===== config.mk =====
export PLATFORM = sky130hd
export DESIGN_NAME = gfx_rom_fetch
export DESIGN_NICKNAME = d
export VERILOG_FILES = /design/src/rtl/gfx_rom_fetch.sv
export SDC_FILE = /design/constraint.sdc
export NUM_CORES = 1
export LEC_CHECK = 0
export ABC_AREA = 1
export CAP_MARGIN = 20
export CORE_ASPECT_RATIO = 1.75
export CORE_UTILIZATION = 51
export CTS_CLUSTER_DIAMETER = 100
export CTS_CLUSTER_SIZE = 25
export DETAILED_ROUTE_END_ITERATION = 10
export PLACE_DENSITY = 0.84
export SETUP_SLACK_MARGIN = 0.02
export SLEW_MARGIN = 40
export SYNTH_ARGS = -nofsm -noshare
export SYNTH_HDL_FRONTEND = slang
export SYNTH_SLANG_ARGS = --single-unit

===== constraint.sdc =====
create_clock -name M24 -period 4.68 [get_ports M24]
set_input_delay 0.468 -clock M24 [delete_from_list [all_inputs] [get_ports M24]]
set_output_delay 0.468 -clock M24 [all_outputs]
set_load 0.005 [all_outputs]

===== src/rtl/gfx_rom_fetch.sv =====
// GFX ROM tile-row fetcher: 2-entry request FIFO feeding a fixed-latency ROM access.
// Optional horizontal flip of fetched pixels is enabled with `define GFX_FETCH_FLIPX_EN.
module gfx_rom_fetch #(
    parameter int ROM_WAIT = 8
) (
    input  logic        M24,
    input  logic        RES,
    input  logic        REQ_VALID,
    output logic        REQ_READY,
    input  logic [15:0] REQ_CODE,
    input  logic [2:0]  REQ_ROW,
    input  logic        REQ_FLIPX,
    output logic [18:0] ADDR,
    output logic        CEn,
    output logic        H18,
    output logic        H18n,
    input  logic [31:0] ROM_DATA,
    output logic [31:0] VC,
    output logic        VC_VALID,
    output logic        BUSY
);

`ifdef GFX_FETCH_FLIPX_EN
    localparam int EW = 20;
`else
    localparam int EW = 19;
`endif

    typedef enum logic {
        IDLE,
        FETCH
    } state_t;

    state_t        state;
    state_t        state_nxt;
    logic [EW-1:0] fifo [2];
    logic [EW-1:0] entry;
    logic [EW-1:0] head;
    logic          wr_ptr;
    logic          rd_ptr;
    logic [1:0]    count;
    logic          push;
    logic          pop;
    logic          done;
    logic [3:0]    cnt;
    logic [31:0]   vc_next;

    assign REQ_READY = (count < 2'd2);
    assign push      = REQ_VALID && REQ_READY;
    assign head      = fifo[rd_ptr];
    assign H18       = ADDR[18];
    assign H18n      = ~ADDR[18];
    assign BUSY      = (state == FETCH);

`ifdef GFX_FETCH_FLIPX_EN
    logic flip_cur;

    assign entry = {REQ_FLIPX, REQ_CODE, REQ_ROW};

    // Mirror pixel order within each plane byte.
    always_comb begin
        vc_next = ROM_DATA;
        if (flip_cur) begin
            for (int b = 0; b < 4; b++) begin
                for (int p = 0; p < 8; p++) begin
                    vc_next[b*8+p] = ROM_DATA[b*8+7-p];
                end
            end
        end
    end

    always_ff @(posedge M24 or negedge RES) begin
        if (!RES) begin
            flip_cur <= 1'b0;
        end else if (pop) begin
            flip_cur <= head[19];
        end
    end
`else
    logic unused_flipx;

    assign unused_flipx = REQ_FLIPX;
    assign entry        = {REQ_CODE, REQ_ROW};
    assign vc_next      = ROM_DATA;
`endif

    always_ff @(posedge M24 or negedge RES) begin
        if (!RES) begin
            state <= IDLE;
        end else begin
            state <= state_nxt;
        end
    end

    always_comb begin
        state_nxt = state;
        pop       = 1'b0;
        done      = 1'b0;
        unique case (state)
            IDLE: begin
                if (count != 2'd0) begin
                    pop       = 1'b1;
                    state_nxt = FETCH;
                end
            end
            FETCH: begin
                if (cnt == 4'd0) begin
                    done = 1'b1;
                    if (count != 2'd0) begin
                        pop = 1'b1;
                    end else begin
                        state_nxt = IDLE;
                    end
                end
            end
            default: state_nxt = IDLE;
        endcase
    end

    always_ff @(posedge M24) begin
        if (push) begin
            fifo[wr_ptr] <= entry;
        end
    end

    always_ff @(posedge M24 or negedge RES) begin
        if (!RES) begin
            wr_ptr <= 1'b0;
            rd_ptr <= 1'b0;
            count  <= 2'd0;
        end else begin
            if (push) begin
                wr_ptr <= ~wr_ptr;
            end
            if (pop) begin
                rd_ptr <= ~rd_ptr;
            end
            count <= count + {1'b0, push} - {1'b0, pop};
        end
    end

    always_ff @(posedge M24 or negedge RES) begin
        if (!RES) begin
            ADDR     <= 19'd0;
            CEn      <= 1'b1;
            cnt      <= 4'd0;
            VC       <= 32'd0;
            VC_VALID <= 1'b0;
        end else begin
            VC_VALID <= done;
            if (done) begin
                VC <= vc_next;
            end
            if (pop) begin
                ADDR <= head[18:0];
                CEn  <= 1'b0;
                cnt  <= 4'(ROM_WAIT - 1);
            end else if (done) begin
                CEn <= 1'b1;
            end else if (state == FETCH) begin
                cnt <= cnt - 4'd1;
            end
        end
    end

endmodule


# Word-level counts from Yosys, hierarchy flattened
# Memories as Yosys holds them, arrays and structs flattened. A register that Yosys moved wholly into a read port is not among the register bits.
# Cells that the tools add are included.
# classes
n_lt_le_gt_ge	1
reduce_logical	7
add_sub_neg	3
n_mux	14
n_bitwise	4
n_eq_ne	1
# ops
operator	count
$mux W4	3
$mux W1	9
$reduce_bool A2 Y1	3
$logic_not A4 Y1	1
$not A1 Y1	4
$pmux W1 S2	2
$sub A4 B1 Y4 const B	1
$add A2 B1 Y2	1
$lt A2 B2 Y1 const B	1
$ne A2 B2 Y1 const B	1
$reduce_and A2 Y1	1
$sub A2 B1 Y2	1
$logic_and A1 B1 Y1	1
$logic_not A1 Y1	1
# word_totals
in_bits	55
ramBits	38
ff_bits	43
word_cells	39
n_memories	1
output_inout_bits	57
# memory_table
name	depth	word_bits	read_ports	rd_clocked_by_memory_dff	write_ports	line_no	rtl
fifo	2	19	1	1	1	36	logic [EW-1:0] fifo [2];

# Depth between registers and ports, before layout
# logic_depth
depth_word	6
ltp_mapped	12
depth_no_buf	11

# Worst setup path after synthesis
# OpenSTA, ideal clock, no wires.
# synth_path
kind	reg2reg
start	register count[1]
end	memory fifo[0][0], enable pin
t_required_ns	4.285
setup_slack_ns	2.803
synth_period_minus_slack_ns	1.877
arrival_time_ns	1.482
n_path_buf	0
stages_incl_launch_ff	4
cell_sequence	dfrtp_1 > inv_1 > nand2_1 > nor2_1
# synth_between
elab_chain_len	4
# synth_rtl
item	line_no	rtl
start, declared	41	logic [1:0] count;
start signal, assigned	138	count <= count + {1'b0, push} - {1'b0, pop};
$lt A2 B2 Y1	48	assign REQ_READY = (count < 2'd2);
named net REQ_READY	9	output logic REQ_READY,
$logic_and A1 B1 Y1	49	assign push = REQ_VALID && REQ_READY;
$mux W1	121	if (push) begin
$mux W1 (implied by the code)	122	fifo[wr_ptr] <= entry;
end, declared	36	
# The timed path passes the listed nets, and every way through them passes these cells.

# Worst setup path in the final report
# layout_path
start	register cnt[0]
end	register count[1]
# layout_between
elab_chain_len	4
# layout_rtl
item	line_no	rtl
start, declared	45	logic [3:0] cnt;
start signal, assigned	157	cnt <= 4'(ROM_WAIT - 1);
start signal, assigned	161	cnt <= cnt - 4'd1;
$logic_not A4 Y1	107	if (cnt == 4'd0) begin
$mux W1	107	
$pmux W1 S2	99	unique case (state)
$sub A2 B1 Y2	138	
# Every way passes these cells.
# A chain may end at the register's enable or synchronous reset.

==> results.md <==
* Slowest CP cell: dfrtp_1
* CTS resizes at 0
* GRT Residual Overflow at 0
* WP data arrival at about 2.3 ns
* Effective utilization at floorplan at 0.5284
* Max VDD drop at approximately 0.00035 V
* Setup ws final at 2.565 ns
* Yosys cell types at 27
* Hold Crit Class: input port to asynchronous set/reset pin
* Rel. slew slack at 0.5467
* FF+latch count, synth at 100
* GRT met1 Usage at 0.2408
* Crit path from: cnt[0]
* Sum Neg Setup Slack at 0 ns
* Max_cap viols at 0
* First-pass GRT wire length at 12.95 mm
* Synthesized Nets at 399
* Post-DRT Antenna Nets at 0
* Largest net degree at the start of global routing at between 60 and 70
* Die height at between 100 and 150 µm
* Final GP Congestion at ~0.73
* Slowest stage delay, CP at roughly 0.38 ns
* Grt met3 use at 0.06992
* GR peak layer: met2
* Skew-Pair Late Insertion Delay at 0.33 ns
* Yosys Warn Count at 0
* Period utilization at 0.4520
* Max Clk Rate at roughly 470 MHz
* Power Internal at 2333 µW
* Avg WL per Cell at ~15 µm
* Crit path kind: flop to flop
* Initial antenna violation count at 0
* Met2 global-route usage at 0.3665
* Drt pass-1 iters at 4
* DIE AREA at 8213 µm²
* Critical Path End Type: flop
* Final hold violation count at 0
* Reg power frac at 0.414
* Net Switching at ~1100 µW
* Worst R2R Start: cnt[0]
* Clk_skew at a little under 0.008 ns
* Syn_area_per_cell at ~12 µm²
* Hpwl dp at 5.448 mm
* P_leak at roughly 0.0023 µW
* Syn Inst Count at 341
* Root buffer cell: clkbuf_16
* DR DRC count at 0
* Combinational share of power at 0.383
* Cts hold-fix bufs at 0
* Commonest non-fill, non-tap cells in the layout: nand2_1, clkdlybuf4s50_1, dfrtp_1
* Post-DP Area at between 5000 and 6000 µm²
* Worst path required time at between 4 and 5 ns
* Place WS at around 2.6 ns
* IO Port Bufs at 110
* Synth Cell Area at about 4000 µm²
* Unrepaired setup endpoints after global routing: false
* Core area at ~7600 µm²
* Design area at about 5400 µm²
* Util after Layout at 0.7130
* Vias at roughly 2800
* DR iter-0 viols at approximately 110
* CTS HTree Levels at 3
* Clock buffer depth at 2
* Ant. Diodes at 0
* Worst-path clk slew at around 0.06 ns
* Slew Viols, Final at 0
* Hold slack at 0.2128 ns
* Fraction of layout cells with a size suffix above 1 at 0.1353
* Io pins at 112
* Status: finished clean
* CTS Buf Count at 9
* Row count at 42
* Max FO, Critical Path at 34
* Final worst path period need at 2.115 ns
* Final WL at 8.208 mm
* CP Launch Type: flop
* CTS tree: done
* Commonest non-fill, non-tap cell in the layout: nand2_1
* Clock sink count at 100
* Vias in the first global route at 2807
* Worst-margin pin slew at roughly 0.68 ns
* Clk pwr share at 0.203
* Worst-path cell chain: inv_1 -> ha_1 -> nand2_4 -> nand2_8 -> nand2_4 -> nand3_1 -> nand2_1 -> ha_1 -> inv_1 -> nand3_1 -> nand2_1
* Postcts setup bufs at 0
* Total track usage at 0.2172
* Switch share at 0.3209
* Via density at a little over 5
* Setup violations, final at 0
* PwrDens at 636.7 nW/µm²
* Seq/Total Area, Yosys at 0.6737
* Die Wd at just under 70 µm
* Synthesis-to-finish area growth at 34.92%
* Layout Nets at roughly 500
-- worst paths after layout --
path	cells past startpoint	slack, ns	endpoint
worst min-delay path	2	0.21	VC[14]
min in group M24	2	0.48	ADDR[8]
worst min register to register	2	0.48	ADDR[8]
worst max-delay path	11	2.56	count[1]
max in group asynchronous	2	4.06	ADDR[0]
worst max register to register	11	2.56	count[1]
-- cell usage after synthesis --
library cell	number	area [µm²]
buf_2	3	15.01
clkbuf_1	8	30.03
inv_4	1	6.260
nand3_1	5	25.02
nand4_1	1	6.260
or2_2	18	112.6
nand2_4	2	22.52
nor3_1	1	5.000
nor2_2	1	6.260
buf_4	5	37.54
edfxtp_1	38	1141
xor2_1	2	17.52
o21ai_0	36	180.2
buf_12	2	40.04
a22oi_1	1	7.510
ha_1	3	37.54
nand2_1	114	427.9
inv_2	2	7.510
nor2_1	4	15.01
o211ai_2	18	225.2
dfstp_2	1	26.28
inv_1	10	37.54
or2_0	1	6.260
dfrtp_1	61	1526
o21ai_1	1	5.000
nor2_4	1	11.26
nand2_8	1	20.02
-- routing by layer --
metal  part of all wire  vias up
met5                  0        -
met4              0.020        0
met3              0.066       14
met2               0.53       92
met1               0.38     1322
li1                   -     1338
-- flip-flops by register name, indices dropped and copies added (netlist names) --
name	flops
ADDR	19
BUSY	1
VC	32
wr_ptr	1
cnt	4
count	2
rd_ptr	1
CEn	1
fifo	38
VC_VALID	1
-- kinds of logic (layout without fill, tap and decap cells) --
group	count (synthesis)	after routing	share of synthesized area
compound gates	56	56	0.1045
simple gates	149	149	0.1646
xor+xnor	2	2	0.004381
buf+inv	31	141	0.04350
fa+ha+maj	3	3	0.009388
flops	100	100	0.6737
-- area by class of cell --
type	count	area, µm²
Multi-Input combinational cell	210	1146
Timing Repair Buffer	112	1115
Fill cell	558	2172
Tap cell	88	110.1
Sequential cell	100	2694
Inverter	13	51.30
Clock buffer	12	236.5
Clock inverter	4	42.54
-- through the flow --
step	power (µW)	std cells
5_1_grt	3665	539
3_3_place_gp	2684	523
3_5_place_dp	2752	523
2_1_floorplan	2095	341
4_1_cts	3474	539
6_report	3435	539
-- worst max-delay path: cells and delay by family, from the launching register on --
family	cells	cell delay (ns)
fa+ha+maj	2	0.42
buf+inv	2	0.13
flops	1	0.38
simple gates	7	1.07
-- power groups by stage --
stage                     registers [µW]  logic (µW)  clock network, µW
after floorplan                     1430         661                  0
after global placement              1410        1270                  0
after detailed placement            1430        1320                  0
after CTS                           1420        1340                714
after global routing                1460        1460                745
final                               1420        1320                698
(Power assumes the default switching activity.)
